**src/rtl/trackball_quad_if.sv**
```systemverilog
// Mouse-to-trackball bus: packet and control inputs in, quadrature-style step outputs back.
interface trackball_quad_if #(
    parameter int unsigned DIV_W = 3
);
    logic [24:0]      mouse_i;
    logic [DIV_W-1:0] sense_i;
    logic             flip_i;
    logic             x_dir_o;
    logic             x_clk_o;
    logic             y_dir_o;
    logic             y_clk_o;
    logic [7:0]       trakball_o;
    logic             idle_o;

    modport master (
        output mouse_i, sense_i, flip_i,
        input  x_dir_o, x_clk_o, y_dir_o, y_clk_o, trakball_o, idle_o
    );

    modport slave (
        input  mouse_i, sense_i, flip_i,
        output x_dir_o, x_clk_o, y_dir_o, y_clk_o, trakball_o, idle_o
    );
endinterface

```
**src/rtl/trackball_quad.sv**
```systemverilog
// PS/2 mouse packets -> Centipede trackball dir/step-clock pairs.
// Motion is summed into saturating per-axis accumulators that drain one step per rate tick.
module trackball_quad #(
    parameter int unsigned ACC_W = 12,
    parameter int unsigned DIV_W = 3
) (
    input  logic            clk_sys,
    input  logic            reset_n,
    trackball_quad_if.slave bus
);
    localparam int unsigned DLT_W = ACC_W + 1;
    localparam int unsigned SUM_W = ACC_W + 2;
    localparam logic signed [SUM_W-1:0] ACC_MAX = SUM_W'((1 << (ACC_W - 1)) - 1);
    localparam logic signed [SUM_W-1:0] ACC_MIN = ~ACC_MAX;

    typedef enum logic {ST_PRIME, ST_RUN} state_e;

    state_e                  state_q, state_d;
    logic                    old_tog_q, old_tog_d;
    logic [DIV_W-1:0]        div_q, div_d;
    logic signed [ACC_W-1:0] acc_x_q, acc_x_d;
    logic signed [ACC_W-1:0] acc_y_q, acc_y_d;
    logic                    x_dir_q, x_dir_d, x_clk_q, x_clk_d;
    logic                    y_dir_q, y_dir_d, y_clk_q, y_clk_d;
    logic                    idle_q, idle_d;
    logic                    evt;
    logic                    tick;
    logic                    unused_mouse_bits;

    assign unused_mouse_bits = ^{bus.mouse_i[7:6], bus.mouse_i[3:0]};

    assign evt  = (state_q == ST_RUN) && (bus.mouse_i[24] != old_tog_q);
    assign tick = (div_q == bus.sense_i);

    // acc + optional drain step + optional packet delta, clamped instead of wrapping
    function automatic logic signed [ACC_W-1:0] acc_update(
        input logic signed [ACC_W-1:0] acc,
        input logic                    sgn,
        input logic [7:0]              mag,
        input logic                    flip,
        input logic                    ev,
        input logic                    tk
    );
        logic signed [DLT_W-1:0] delta;
        logic signed [SUM_W-1:0] d_term;
        logic signed [SUM_W-1:0] s_term;
        logic signed [SUM_W-1:0] sum;
        logic signed [ACC_W-1:0] res;
        delta = DLT_W'($signed({sgn, mag}));
        if (flip) begin
            delta = -delta;
        end
        d_term = '0;
        if (ev) begin
            d_term = SUM_W'(delta);
        end
        s_term = '0;
        if (tk && (acc != '0)) begin
            s_term = acc[ACC_W-1] ? SUM_W'(1) : '1;
        end
        sum = SUM_W'(acc) + d_term + s_term;
        res = sum[ACC_W-1:0];
        if (sum > ACC_MAX) begin
            res = ACC_MAX[ACC_W-1:0];
        end else if (sum < ACC_MIN) begin
            res = ACC_MIN[ACC_W-1:0];
        end
        return res;
    endfunction

    always_comb begin
        state_d   = state_q;
        old_tog_d = bus.mouse_i[24];
        div_d     = div_q + DIV_W'(1);
        x_dir_d   = x_dir_q;
        x_clk_d   = x_clk_q;
        y_dir_d   = y_dir_q;
        y_clk_d   = y_clk_q;

        // first edge after reset only samples the toggle so a held bit is not an event
        if (state_q == ST_PRIME) begin
            state_d = ST_RUN;
        end

        if (tick) begin
            div_d = '0;
            if (acc_x_q != '0) begin
                x_dir_d = ~acc_x_q[ACC_W-1];
                x_clk_d = ~x_clk_q;
            end
            if (acc_y_q != '0) begin
                y_dir_d = ~acc_y_q[ACC_W-1];
                y_clk_d = ~y_clk_q;
            end
        end

        acc_x_d = acc_update(acc_x_q, bus.mouse_i[4], bus.mouse_i[15:8],
                             bus.flip_i, evt, tick);
        acc_y_d = acc_update(acc_y_q, bus.mouse_i[5], bus.mouse_i[23:16],
                             bus.flip_i, evt, tick);
        idle_d  = (acc_x_d == '0) && (acc_y_d == '0);
    end

    always_ff @(posedge clk_sys or negedge reset_n) begin
        if (!reset_n) begin
            state_q   <= ST_PRIME;
            old_tog_q <= 1'b0;
            div_q     <= '0;
            acc_x_q   <= '0;
            acc_y_q   <= '0;
            x_dir_q   <= 1'b0;
            x_clk_q   <= 1'b0;
            y_dir_q   <= 1'b0;
            y_clk_q   <= 1'b0;
            idle_q    <= 1'b1;
        end else begin
            state_q   <= state_d;
            old_tog_q <= old_tog_d;
            div_q     <= div_d;
            acc_x_q   <= acc_x_d;
            acc_y_q   <= acc_y_d;
            x_dir_q   <= x_dir_d;
            x_clk_q   <= x_clk_d;
            y_dir_q   <= y_dir_d;
            y_clk_q   <= y_clk_d;
            idle_q    <= idle_d;
        end
    end

    assign bus.x_dir_o    = x_dir_q;
    assign bus.x_clk_o    = x_clk_q;
    assign bus.y_dir_o    = y_dir_q;
    assign bus.y_clk_o    = y_clk_q;
    assign bus.trakball_o = {x_dir_q, x_dir_q, x_clk_q, x_clk_q,
                             y_dir_q, y_dir_q, y_clk_q, y_clk_q};
    assign bus.idle_o     = idle_q;
endmodule

```
**src/flat_wrapper.sv**
```systemverilog
// flat-port wrapper written by rule: the top's interface ports become plain ports
module trackball_quad_flat 
#(
    parameter int unsigned ACC_W = 12,
    parameter int unsigned DIV_W = 3
)
  (clk_sys, reset_n, bus_mouse_i, bus_sense_i, bus_flip_i, bus_x_dir_o, bus_x_clk_o, bus_y_dir_o, bus_y_clk_o, bus_trakball_o, bus_idle_o);
  trackball_quad_if #(.DIV_W(DIV_W)) bus_i ();
  input  logic clk_sys;
  input  logic reset_n;
  input wire logic [$bits(bus_i.mouse_i)-1:0] bus_mouse_i;
  input wire logic [$bits(bus_i.sense_i)-1:0] bus_sense_i;
  input wire logic [$bits(bus_i.flip_i)-1:0] bus_flip_i;
  output wire logic [$bits(bus_i.x_dir_o)-1:0] bus_x_dir_o;
  output wire logic [$bits(bus_i.x_clk_o)-1:0] bus_x_clk_o;
  output wire logic [$bits(bus_i.y_dir_o)-1:0] bus_y_dir_o;
  output wire logic [$bits(bus_i.y_clk_o)-1:0] bus_y_clk_o;
  output wire logic [$bits(bus_i.trakball_o)-1:0] bus_trakball_o;
  output wire logic [$bits(bus_i.idle_o)-1:0] bus_idle_o;
  assign bus_i.mouse_i = bus_mouse_i;
  assign bus_i.sense_i = bus_sense_i;
  assign bus_i.flip_i = bus_flip_i;
  assign bus_x_dir_o = bus_i.x_dir_o;
  assign bus_x_clk_o = bus_i.x_clk_o;
  assign bus_y_dir_o = bus_i.y_dir_o;
  assign bus_y_clk_o = bus_i.y_clk_o;
  assign bus_trakball_o = bus_i.trakball_o;
  assign bus_idle_o = bus_i.idle_o;
  trackball_quad #(.ACC_W(ACC_W), .DIV_W(DIV_W)) u_core (.clk_sys(clk_sys), .reset_n(reset_n), .bus(bus_i));
endmodule
```
**config.mk**
```make
export PLATFORM = sky130hd
export DESIGN_NAME = trackball_quad_flat
export DESIGN_NICKNAME = d
export VERILOG_FILES = /design/src/rtl/trackball_quad_if.sv /design/src/rtl/trackball_quad.sv /design/src/flat_wrapper.sv
export SDC_FILE = /design/constraint.sdc
export NUM_CORES = 1
export LEC_CHECK = 0
export CORE_AREA = 2 2 84 86
export CTS_CLUSTER_SIZE = 24
export DETAILED_ROUTE_END_ITERATION = 8
export DIE_AREA = 0 0 86 88
export PLACE_DENSITY = 0.87
export SETUP_SLACK_MARGIN = 0.5
export SYNTH_ARGS = -nofsm -noshare
export SYNTH_HDL_FRONTEND = slang
export SYNTH_SLANG_ARGS = --single-unit
export TNS_END_PERCENT = 100
```
**constraint.sdc**
```tcl
create_clock -name clk_sys -period 6.3 [get_ports clk_sys]
set_clock_uncertainty 0.1 [all_clocks]
set_input_delay 1.89 -clock clk_sys [delete_from_list [all_inputs] [get_ports clk_sys]]
set_output_delay 1.89 -clock clk_sys [all_outputs]
set_load 0.03 [all_outputs]
```
Yosys cells after proc, flatten, opt, wreduce, memory -nomap -nowiden --
Index checks and enable logic that the tools add are counted.
Cells by class: $add $sub $neg 7, shift operators 0, multiplexer cells 13, $lt $le $gt $ge 4, div/mod/pow operators 0, $mul 0, reduce and logical (&&, ||, !) cells 10, bitwise operators 4, equal/unequal tests 2
Operator list (count):
- two-way mux 14 bit | 6
- two-way mux 12 bit | 4
- adder 12 x 14 -> 14 bit | 2
- adder 14 bit | 2
- greater-than comparator 14 x 12 -> 1 bit, second input constant | 2
- less-than comparator 14 x 12 -> 1 bit, second input constant | 2
- two-way mux 13 bit | 2
- negator 9 -> 13 bit | 2
- logical NOT 12 bit | 2
- nonzero test 12 bit | 2
- logical AND 1 bit | 4
- inverter 1 bit | 4
- AND reduction 2 bit | 2
- adder 3 x 1 -> 3 bit, second input constant | 1
- == test 3 bit | 1
- two-way mux 3 bit | 1
- != test 1 bit | 1
Storage, ports and cells: ROM bits 0, word-level logic and storage cells 50, flip-flop bits (word level) 34, bits in latches 0, memory bits (writable) 0, memories 0

Depth between registers and ports, before layout --
depth after elaboration 10, gate-level depth with buffers 19

Worst setup path after synthesis --
Ideal clock, no wire load.
path kind input-to-reg, start input bus_sense_i[0], end register u_core.acc_x_q[10], library setup time 125 ps, data required time 6075 ps, arrival time 5820 ps, stages 17, slack 255 ps, buffers on the path 1, cells stage by stage xor2_1 > nor3_1 > nand2_1 > nor2_1 > inv_1 > fa_1 > inv_1 > fa_1 > a21oi_1 > o211ai_1 > a211oi_1 > o21bai_1 > a21oi_1 > xnor2_1 > a21boi_1 > buf_2 > o21ai_1
On the way: cells in the longest elaborated chain, start to end 7, elaborated cells on any way between the ends 8
Ends and longest elaborated chain:
- from (decl) | line flat_wrapper.sv:12 | input wire logic [$bits(bus_i.sense_i)-1:0] bus_sense_i;
- == test 3 bit (*) | line trackball_quad.sv:33 | assign tick = (div_q == bus.sense_i);
- logical AND 1 bit (*) | line trackball_quad.sv:58 | if (tk && (acc != '0)) begin
- two-way mux 14 bit (*) | line trackball_quad.sv:58
- adder 14 bit (*) | line trackball_quad.sv:61 | sum = SUM_W'(acc) + d_term + s_term;
- less-than comparator 14 x 12 -> 1 bit | line trackball_quad.sv:65 | end else if (sum < ACC_MIN) begin
- two-way mux 12 bit | line trackball_quad.sv:65
- two-way mux 12 bit (*) | line trackball_quad.sv:63 | if (sum > ACC_MAX) begin
- named net u_core.acc_x_d[10] | line trackball_quad.sv:21 | logic signed [ACC_W-1:0] acc_x_q, acc_x_d;
- to (signal assigned) | line trackball_quad.sv:109 | acc_x_q <= '0;
- to (signal assigned) | line trackball_quad.sv:120 | acc_x_q <= acc_x_d;
- to (decl) | line trackball_quad.sv:21
The timed path passes the listed nets; every way through them passes the cells marked *. A chain may end at the register's enable or synchronous reset.

Worst setup path after layout --
start input bus_mouse_i[19], end register u_core.acc_y_q[3]
On the way: cells in the longest elaborated chain, start to end 8, elaborated cells on any way between the ends 9
Ends and longest elaborated chain:
- from (decl) | line flat_wrapper.sv:11 | input wire logic [$bits(bus_i.mouse_i)-1:0] bus_mouse_i;
- negator 9 -> 13 bit | line trackball_quad.sv:51 | delta = -delta;
- two-way mux 13 bit (*) | line trackball_quad.sv:50 | if (flip) begin
- two-way mux 14 bit (*) | line trackball_quad.sv:54 | if (ev) begin
- adder 12 x 14 -> 14 bit (*) | line trackball_quad.sv:61
- adder 14 bit (*) | line trackball_quad.sv:61
- less-than comparator 14 x 12 -> 1 bit | line trackball_quad.sv:65
- two-way mux 12 bit | line trackball_quad.sv:65
- two-way mux 12 bit (*) | line trackball_quad.sv:63
- named net u_core.acc_y_d[3] | line trackball_quad.sv:22 | logic signed [ACC_W-1:0] acc_y_q, acc_y_d;
- to (signal assigned) | line trackball_quad.sv:121 | acc_y_q <= acc_y_d;
- to (decl) | line trackball_quad.sv:22
Marks and branches as above.

==> out/qor.log <==
[status] outcome complete, no violations
[floorplanning] Vert. Die Dim 88 µm
[grt] Overflow after GRT 0
[route] Antenna Nets Post-Route 0
[critical_path] Max Fanout on Critical Path 11
[route] first-iteration detailed-routing DRC count 249
[floorplanning] initial core utilization 57.1%
[synth] number of flops mapped to enable cells by yosys 0
[critical_path] startpoint type of the worst setup path primary input
[hold_path] min-delay worst type flip-flop to flip-flop
[synth] most frequently used flop master after synthesis sky130_fd_sc_hd__dfrtp_1
[timing] fin. max-slew vios 0
[synth] Synth area leaders sky130_fd_sc_hd__dfrtp_1 22%, sky130_fd_sc_hd__fa_1 15%, sky130_fd_sc_hd__ha_1 8.9%
[cts] clock tree from TritonCTS yes
[synth] Netlist Area Pre-Place 0.00379 mm²
[synth] share of Yosys cell area claimed by the top area cell type 21.8%
[cts] worst-skew pair later-pin latency 0.29 ns
[place] Post-Place Cells 559
[route] final wirelength 11100 µm
[cts] Reg clk slew, reported paths 0.07 ns
[critical_path] Crit path arrival time 5.89 ns
[timing] timing-limited maximum frequency 0.172 GHz
[floorplanning] Std-Cell Rows 30
[finish] post-route core utilization 72.8%
[route] via count 3576
[synth] share of synthesized flip-flops with an asynchronous set or reset 100%
[cts] Num CTS Buffers 5
[synth] top-count cell post-synth sky130_fd_sc_hd__inv_1
[critical_path] R2R Setup Slk 1.85 ns
[floorplanning] die width 86 µm
[synth] dominant cell type by area after synthesis sky130_fd_sc_hd__dfrtp_1
[synth] Synthesized Nets 526
[floorplanning] top-level I/O count 44
[finish] synthesis-to-finish area growth 27.5%
[grt] initial antenna violation count 0
[flow_run] max-cap violation count 0
[floorplanning] area of the core 0.00664 mm²
[finish] fraction of final layout cells with drive strength greater than 1 21.7%
[grt] number of global-route vias before repair 3376
[synth] share of the yosys chip area belonging to registers 22.5%
[cts] buffer cell driving the clock tree root sky130_fd_sc_hd__clkbuf_8
[timing] final hold violations 0
[route] Avg WL per Cell 19.3 µm
[synth] cell count after synthesis 440
[critical_path] startpoint of the most critical setup path bus_mouse_i[19]
[critical_path] Reg-to-Reg Start u_core.acc_y_q[11]
[critical_path] worst setup path category primary input to flip-flop
[critical_path] critical path endpoint category flip-flop
[timing] worst hold margin 0.397 ns
[finish] Non-Filler Instances 577
[place] routability congestion estimate from global placement 0.894
[grt] first-pass GRT wire length 15100 µm
[finish] final-stage net count 582
[timing] shortest clock period the worst path allows after layout 5.81 ns
[floorplanning] area of the die 0.00757 mm²
[cts] deepest clock path buffer count 2
[synth] number of warnings reported in the yosys synthesis log 0
[synth] mean cell area of the mapped netlist 8.62 µm²
[cts] Clock H-tree levels 2
[place] detailed placement HPWL 7250 µm
[route] DRC violations left 0
[finish] final antenna diode count 0
[synth] number of synthesized register bits 34
[timing] final clock period utilization by the worst path 92.3%
[synth] count of different cell masters after synthesis 55
[cts] Hold-fix buffers, CTS 0
[cts] sink count of the clock tree 34
[grt] maximum number of pins on one net before global-route repair 35
[hold_path] startpoint of the most critical hold path u_core.div_q[0]
[critical_path] data required time of the worst path 6.37 ns
[route] TritonRoute pass-1 iters 5
[route] detailed-route vias per instance 6.20
[grt] global-route usage over all layers 25.1%
[synth] most frequent cells after synthesis 83 x sky130_fd_sc_hd__inv_1, 41 x sky130_fd_sc_hd__nand2_1, 33 x sky130_fd_sc_hd__dfrtp_1
[timing] setup repair after global routing missed its margin no
[place] Port Buffer Count 37
[timing] final count of negative-setup-slack endpoints 0
per-stage QoR:
stage	worst slack, ns	setup TNS [ns]	cell area (µm²)
2_1_floorplan	0.610	0	3800
3_3_place_gp	0.104	0	4330
3_5_place_dp	-0.0674	-0.508	4330
4_1_cts	0.502	0	4560
5_1_grt	0.333	0	4840
6_report	0.485	0	4840
logic make-up (layout without fill, tap and decap cells):
logic type                 after synthesis  after routing  share of synthesized area (%)
other                                    1              1                         0.0988
and+or+nand+nor                        113            113                           15.3
DFF                                     34             34                           22.5
buffers and inverters                   99            156                           11.0
muxes                                    4              4                           1.06
AOI/OAI and AO/OA                       92             92                           16.2
adders and majority gates               55             55                           23.7
xor gates and xnor gates                42             42                           10.2
cells in the final DEF, fill, tap and decap left out, types with 10 or more instances in the layout:
| cell type | count |
|---|---|
| sky130_fd_sc_hd__xnor2_1 | 25 |
| sky130_fd_sc_hd__fa_1 | 27 |
| sky130_fd_sc_hd__clkdlybuf4s50_1 | 24 |
| sky130_fd_sc_hd__nand2_1 | 38 |
| sky130_fd_sc_hd__dfrtp_1 | 33 |
| sky130_fd_sc_hd__xor2_1 | 12 |
| sky130_fd_sc_hd__o21ai_1 | 21 |
| sky130_fd_sc_hd__ha_1 | 19 |
| sky130_fd_sc_hd__a21oi_1 | 12 |
| sky130_fd_sc_hd__buf_4 | 21 |
| sky130_fd_sc_hd__nor2_1 | 12 |
| sky130_fd_sc_hd__dlymetal6s2s_1 | 10 |
| sky130_fd_sc_hd__inv_1 | 80 |
layer usage:
layer,GRT usage [%],routed length (µm),vias up
li1,-,-,1543
met1,30.3,4200,1746
met2,44.6,5570,214
met3,4.43,731,73
met4,9.38,633,0
met5,0,0,-
cell type report:
type	instances	area [µm²]
inverters	83	314
clock inverters	1	5.00
fillers	369	1810
flip-flops and latches	34	852
repair buffers	65	646
clock buffers	7	86.3
multi-input cells	307	2830
well taps	80	100
worst max-delay path, stage by stage:
cell and delay [ns]:
sky130_fd_sc_hd__clkdlybuf4s50_1 0.45, sky130_fd_sc_hd__nor2_2 0.18, sky130_fd_sc_hd__nand2_1 0.11, sky130_fd_sc_hd__or3_4 0.36, sky130_fd_sc_hd__nand2_1 0.11, sky130_fd_sc_hd__xnor2_1 0.13
sky130_fd_sc_hd__nand2_1 0.09, sky130_fd_sc_hd__fa_1 0.48, sky130_fd_sc_hd__inv_1 0.05, sky130_fd_sc_hd__ha_1 0.37, sky130_fd_sc_hd__o21ai_0 0.26, sky130_fd_sc_hd__nand2b_1 0.15
sky130_fd_sc_hd__a31oi_2 0.23, sky130_fd_sc_hd__nor2b_1 0.09, sky130_fd_sc_hd__o21ai_1 0.15, sky130_fd_sc_hd__mux2i_1 0.11, sky130_fd_sc_hd__a311oi_2 0.34, sky130_fd_sc_hd__buf_6 0.23
sky130_fd_sc_hd__o21ai_1 0.09
final timing paths:
check,to,cells after the start
worst min register to register,u_core.div_q[0],1
worst min-delay path,u_core.div_q[0],1
worst max-delay path,u_core.acc_y_q[3],19
min in group asynchronous,u_core.state_q,2
worst max register to register,u_core.acc_y_q[3],16
max in group asynchronous,u_core.bus.idle_o,2
state kept, by name, summed over array words and instances (netlist names):
signal and cells:
u_core.bus.y_dir_o 1, u_core.bus.y_clk_o 1, u_core.bus.idle_o 1, u_core.div_q 3, u_core.bus.x_clk_o 1, u_core.bus.x_dir_o 1, u_core.acc_x_q 12, u_core.acc_y_q 12
u_core.old_tog_q 1, u_core.state_q 1
repair_timing:
item,CTS,global route
buffers inserted,4,5
pin swaps,9,36
resized for setup,27,59
cloned,1,0
setup endpoints to repair,23,23
Power is left out: the tool's default activity adds up to more than one toggle a clock period on the data nets, which glitch-free logic cannot reach.
